## src/rtl/led_refresh_ctrl.sv

```systemverilog
// led_refresh_ctrl: activity-LED stretcher with global PWM dimming and a
// continuous serial refresh of an external 8-bit 74HC595-style shift register.
// The static status input is named force_lvl because "force" is a reserved word.
module led_refresh_ctrl #(
    parameter int unsigned CLK_DIV    = 28000,
    parameter int unsigned HOLD_TICKS = 50,
    parameter int unsigned SCLK_DIV   = 4
) (
    input  logic       clk,
    input  logic       rst,
    input  logic       en,
    input  logic [7:0] act,
    input  logic [7:0] force_lvl,
    input  logic [3:0] bright,
    output logic [7:0] led_state,
    output logic       led_sclk,
    output logic       led_sdo,
    output logic       led_latch,
    output logic       busy
);

    localparam int unsigned PW = $clog2(CLK_DIV);
    localparam int unsigned HW = $clog2(HOLD_TICKS + 1);
    localparam int unsigned DW = (SCLK_DIV > 1) ? $clog2(SCLK_DIV) : 1;

    localparam logic [PW-1:0] PRE_LAST  = PW'(CLK_DIV - 1);
    localparam logic [HW-1:0] HOLD_LOAD = HW'(HOLD_TICKS);
    localparam logic [DW-1:0] DIV_LAST  = DW'(SCLK_DIV - 1);

    typedef enum logic [2:0] {
        IDLE,
        LOAD,
        SHIFT_LO,
        SHIFT_HI,
        LATCH
    } state_t;

    logic [PW-1:0] pre_cnt;
    logic          tick;
    logic [HW-1:0] hold [8];
    logic [7:0]    hold_nz;

    state_t        state, state_n;
    logic [DW-1:0] div_cnt, div_n;
    logic [2:0]    bit_cnt, bit_n;
    logic [7:0]    shreg, shreg_n;
    logic [3:0]    pwm_cnt, pwm_n;
    logic          sclk_n, sdo_n, latch_n;
    logic          div_last;
    logic          pwm_on;
    logic [7:0]    frame_data;

    assign tick       = (pre_cnt == PRE_LAST);
    assign div_last   = (div_cnt == DIV_LAST);
    assign pwm_on     = (bright == 4'hF) || (pwm_cnt < bright);
    assign frame_data = led_state & {8{pwm_on}};

    // Hold-tick prescaler, wraps at CLK_DIV-1.
    always_ff @(posedge clk or posedge rst) begin
        if (rst) begin
            pre_cnt <= '0;
        end else if (tick) begin
            pre_cnt <= '0;
        end else begin
            pre_cnt <= pre_cnt + PW'(1);
        end
    end

    // Per-channel hold counters; a strobe reload takes priority over a tick.
    always_ff @(posedge clk or posedge rst) begin
        if (rst) begin
            for (int unsigned i = 0; i < 8; i++) begin
                hold[i] <= '0;
            end
        end else begin
            for (int unsigned i = 0; i < 8; i++) begin
                if (act[i]) begin
                    hold[i] <= HOLD_LOAD;
                end else if (tick && (hold[i] != '0)) begin
                    hold[i] <= hold[i] - HW'(1);
                end
            end
        end
    end

    // Nonzero flags of the hold counters.
    always_comb begin
        hold_nz = '0;
        for (int unsigned i = 0; i < 8; i++) begin
            hold_nz[i] = (hold[i] != '0);
        end
    end

    // Stretched, undimmed LED vector.
    always_ff @(posedge clk or posedge rst) begin
        if (rst) begin
            led_state <= '0;
        end else begin
            led_state <= act | hold_nz | force_lvl;
        end
    end

    // Refresh FSM next-state; pin values are computed for the next state so the
    // serial pins come straight from flops and change on state entry only.
    always_comb begin
        state_n = state;
        div_n   = div_cnt;
        bit_n   = bit_cnt;
        shreg_n = shreg;
        pwm_n   = pwm_cnt;
        sclk_n  = led_sclk;
        sdo_n   = led_sdo;
        latch_n = led_latch;
        case (state)
            IDLE: begin
                sclk_n  = 1'b0;
                latch_n = 1'b0;
                if (en) begin
                    state_n = LOAD;
                end
            end
            LOAD: begin
                shreg_n = frame_data;
                bit_n   = 3'd7;
                div_n   = '0;
                sdo_n   = frame_data[7];
                sclk_n  = 1'b0;
                latch_n = 1'b0;
                state_n = SHIFT_LO;
            end
            SHIFT_LO: begin
                if (div_last) begin
                    div_n   = '0;
                    sclk_n  = 1'b1;
                    state_n = SHIFT_HI;
                end else begin
                    div_n = div_cnt + DW'(1);
                end
            end
            SHIFT_HI: begin
                if (div_last) begin
                    div_n  = '0;
                    sclk_n = 1'b0;
                    if (bit_cnt == 3'd0) begin
                        latch_n = 1'b1;
                        sdo_n   = 1'b0;
                        state_n = LATCH;
                    end else begin
                        bit_n   = bit_cnt - 3'd1;
                        sdo_n   = shreg[bit_cnt - 3'd1];
                        state_n = SHIFT_LO;
                    end
                end else begin
                    div_n = div_cnt + DW'(1);
                end
            end
            LATCH: begin
                if (div_last) begin
                    div_n   = '0;
                    latch_n = 1'b0;
                    pwm_n   = pwm_cnt + 4'd1;
                    state_n = en ? LOAD : IDLE;
                end else begin
                    div_n = div_cnt + DW'(1);
                end
            end
            default: begin
                state_n = IDLE;
                sclk_n  = 1'b0;
                sdo_n   = 1'b0;
                latch_n = 1'b0;
            end
        endcase
    end

    // Refresh FSM state, datapath and registered serial pins.
    always_ff @(posedge clk or posedge rst) begin
        if (rst) begin
            state     <= IDLE;
            div_cnt   <= '0;
            bit_cnt   <= '0;
            shreg     <= '0;
            pwm_cnt   <= '0;
            led_sclk  <= 1'b0;
            led_sdo   <= 1'b0;
            led_latch <= 1'b0;
            busy      <= 1'b0;
        end else begin
            state     <= state_n;
            div_cnt   <= div_n;
            bit_cnt   <= bit_n;
            shreg     <= shreg_n;
            pwm_cnt   <= pwm_n;
            led_sclk  <= sclk_n;
            led_sdo   <= sdo_n;
            led_latch <= latch_n;
            busy      <= (state_n != IDLE);
        end
    end

endmodule
```

## config.mk

```make
export PLATFORM = sky130hd
export DESIGN_NAME = led_refresh_ctrl
export DESIGN_NICKNAME = d
export VERILOG_FILES = /design/src/rtl/led_refresh_ctrl.sv
export SDC_FILE = /design/constraint.sdc
export NUM_CORES = 1
export LEC_CHECK = 0
export CORE_ASPECT_RATIO = 0.8
export CORE_UTILIZATION = 63
export CTS_CLUSTER_DIAMETER = 80
export DETAILED_ROUTE_END_ITERATION = 16
export GPL_TIMING_DRIVEN = 0
export HOLD_SLACK_MARGIN = 0.12
export PLACE_DENSITY = 0.95
export SYNTH_ARGS = -nofsm -noshare
export SYNTH_HDL_FRONTEND = slang
export SYNTH_SLANG_ARGS = --single-unit
```

## constraint.sdc

```tcl
create_clock -name clk -period 6.5 [get_ports clk]
set_input_delay 0.975 -clock clk [delete_from_list [all_inputs] [get_ports clk]]
set_output_delay 0.975 -clock clk [all_outputs]
set_load 0.005 [all_outputs]
```

==> impl_results.md <==
* PostCTS Resize Cnt at 0
* Worst Path Class, Setup: in2reg
* VDD IR-drop max at around 0.00016 V
* Vias in the first global route at 3980
* Antenna Nets Post-Route at 0
* Slowest library cell on the worst path: a21oi_1
* Internal at 844 uW
* Syn Std Cell Area at 4890 sq um
* First-pass GRT wire length at about 18 mm
* Layout area overhead at 14.7%
* CP peak stage delay at 0.61 ns
* Most frequent cells in the layout: dfrtp_1, nor2_1, clkdlybuf4s50_1
* Final worst path period share at 42.8%
* Post-synth EDFFs at 0
* Rows at 28
* Ys async rst share at 100%
* Endpoints failing setup at 0
* Pwr dens at 193 nW/um^2
* Startpoint types: input port
* Netlist cell types at between 60 and 70
* CP Cell Sequence: clkdlybuf4s50_1 > inv_1 > ha_1 > a21oi_1 > o21ai_0 > a21o_1 > a21oi_1 > a221o_1
* I/O Buffers at 33
* Die area at 8120 sq um
* Final min period at 2.78 ns
* Core Footprint at about 7500 sq um
* Slew @ Worst Pin at 0.756 ns
* Clock buffer depth at 2
* Die Height at 80.8 microns
* Critical path peak fanout at 9
* Part of the power in registers at 55.2%
* Drt drc at 0
* Clock power frac at 41.0%
* Setup Fix Bufs, Post-CTS at 0
* Ant diodes at 0
* CTS tree: built
* Final hold violation count at 0
* Initial DRC count at 224
* Slew Limit Fails at 0
* Share of post-route cells with drive strength above 1 at 9.16%
* Syn avg cell area at 10.1 sq um
* Total Neg Setup Slack at 0 ns
* Switching share of power at 21.9%
* Synth Net Count at between 500 and 600
* Largest net degree at the start of global routing at 50
* Worst Hold Depth at 1
* Commonest non-fill, non-tap cell in the layout: dfrtp_1
* Sequential area share after synthesis at 48.6%
* Ports at 35
* Initial antenna violation count at 0
* H-tree depth at 3
* Max-slew headroom at 49.6%
* Worst hold path startpoint: pre_cnt[0]$_DFF_PP0_
* CP Capture Type: flip-flop
* FF-to-FF Start: pre_cnt[0]$_DFF_PP0_
* Worst EP required at 6.82 ns
* # clock sinks at 95
* Fin nets at ~570
* R2R setup slack at 4.17 ns
* CTS root buffer: clkbuf_8
* Most used cell, CP: a21oi_1
* Placer Congestion at 0.853
* CP Launch Point: bright[2]
* Starting density of the core at 65.5%
* Psw at 237 uW
* Clock skew at 0.00935 ns
* Max-cap violations at 0
* Total power at 1.08 mW
* Pleak at 2.46 nW
* Synthesized flop and latch total at 95
* Post-Route WL at 10.5 mm
* F_max at 360 MHz
* Via count at about 3900
* Total Routing Usage GR at 28.4%
* Delay-heaviest family, CP: compound AO/OA/AOI/OAI gates
* Yosys warns at 0
* Total CTS buffers at 9
* TritonRoute pass-1 iters at 4
* Status: finished, final reports clean
* Hpwl dp at 7.42 mm
* Reg-to-Reg End: hold[29]$_DFFE_PP0P_
* Total gr overflow at 0
* Worst-path clk slew at 0.09 ns
* WHS Endpoint: pre_cnt[0]$_DFF_PP0_
* Crit path buffers/inverters at 2
* Hold Crit Class: reg2reg
* Clock latency on the worst-skew pair at 0.37 ns
* Unrepaired setup endpoints after global routing: no
* WL per Instance at around 16 microns
* Post-CTS Hold Buffers at 0
* Worst-case reg-to-reg path depth at 6
* Critical Path AT at about 3.1 ns
* Post-DR vias/cell at 6.08
* DIE WIDTH at 100 microns
* Gate power share at 3.8%
* Top FF cell, synth: dfrtp_1
* Post-Synthesis Cells at 485
## area by class of cell
type / instances / area [sq um]
well taps: 105 / 131
inverters: 32 / 123
clock buffers: 10 / 138
fillers: 512 / 1850
repair buffers: 34 / 358
clock inverters: 6 / 91.3
plain buffers: 13 / 63.8
flip-flops and latches: 95 / 2380
multi-input cells: 345 / 2330
## how the worst max path moves through the flow
stage                                   to  slack, ns  cells past startpoint
floorplan           bit_cnt[0]$_DFFE_PP0P_       3.05                      1
global placement      hold[35]$_DFFE_PP0P_       1.73                      2
detailed placement     led_sdo$_DFFE_PP0P_       3.33                      8
CTS                    led_sdo$_DFFE_PP0P_       3.71                      8
global route           led_sdo$_DFFE_PP0P_       3.64                      8
finish                 led_sdo$_DFFE_PP0P_       3.72                      8
## flip-flops by register name, summed over array words and instances (netlist names)
| register | flops |
|---|---|
| led_state | 8 |
| pwm_cnt | 4 |
| led_sclk | 1 |
| shreg | 8 |
| led_sdo | 1 |
| led_latch | 1 |
| hold | 48 |
| div_cnt | 2 |
| state | 3 |
| busy | 1 |
| pre_cnt | 15 |
| bit_cnt | 3 |
## cell families after synthesis
| group | Yosys count | synth area share, % |
|---|---|---|
| muxes | 12 | 2.53 |
| adders and majority gates | 18 | 4.61 |
| AOI/OAI and AO/OA | 77 | 10.8 |
| xor gates and xnor gates | 36 | 6.45 |
| DFF | 95 | 48.6 |
| buffers and inverters | 45 | 3.76 |
| and+or+nand+nor | 202 | 23.2 |
## synth_stat cells, types with 4 or more instances
cell type | n | share of area [%]
xnor2_1 | 15 | 2.7
or3b_1 | 6 | 1.1
nand4_1 | 14 | 1.8
a21boi_0 | 4 | 0.61
nand2_1 | 22 | 1.7
o21ai_1 | 5 | 0.51
clkbuf_1 | 7 | 0.54
nor3_1 | 21 | 2.1
or2_2 | 12 | 1.5
or3b_2 | 4 | 0.72
dfrtp_1 | 95 | 49
nand3_1 | 17 | 1.7
mux2i_1 | 9 | 1.8
a31oi_1 | 4 | 0.51
ha_1 | 18 | 4.6
and3_1 | 6 | 0.77
xor2_1 | 21 | 3.8
a22o_1 | 8 | 1.4
o21ai_0 | 15 | 1.5
or3_1 | 18 | 2.3
a21oi_1 | 14 | 1.4
nor2_1 | 51 | 3.9
nor2b_1 | 9 | 1.2
inv_1 | 32 | 2.5
## worst register-to-register path, delay by kind of cell, from the launching register on
family,cells,cell delay [ns]
AOI/OAI and AO/OA,1,0.10
adders and majority gates,1,0.26
buffers and inverters,1,0.38
DFF,1,0.40
and+or+nand+nor,3,1.08
## metrics by stage
step	setup slack (ns)	utilization [%]	cells	hold WS, ns	cell area, sq um
5_1_grt	3.64	75.2	640	0.532	5610
3_3_place_gp	1.73	71.7	623	0.468	5350
2_1_floorplan	3.05	-	485	0.449	4890
6_report	3.72	75.2	640	0.498	5610
4_1_cts	3.71	75.2	640	0.504	5610
3_5_place_dp	3.33	72.1	624	0.480	5380
## power by group through the flow
stage	combinational (mW)	clock, mW	sequential (mW)
final	0.0414	0.443	0.597
after global routing	0.0462	0.475	0.597
after CTS	0.0422	0.451	0.597
after detailed placement	0.0419	0	0.608
after global placement	0.0383	0	0.608
after floorplan	0.0174	0	0.607
## routing by layer
| layer | global-route usage, % | wire, microns | share of wire [%] |
|---|---|---|---|
| met5 | 0 | 0 | 0 |
| met4 | 13.3 | 279 | 2.7 |
| met3 | 7.14 | 607 | 5.8 |
| met2 | 47.7 | 5330 | 51 |
| met1 | 34.8 | 4290 | 41 |
No activity file was read; power rests on OpenSTA's default activity.
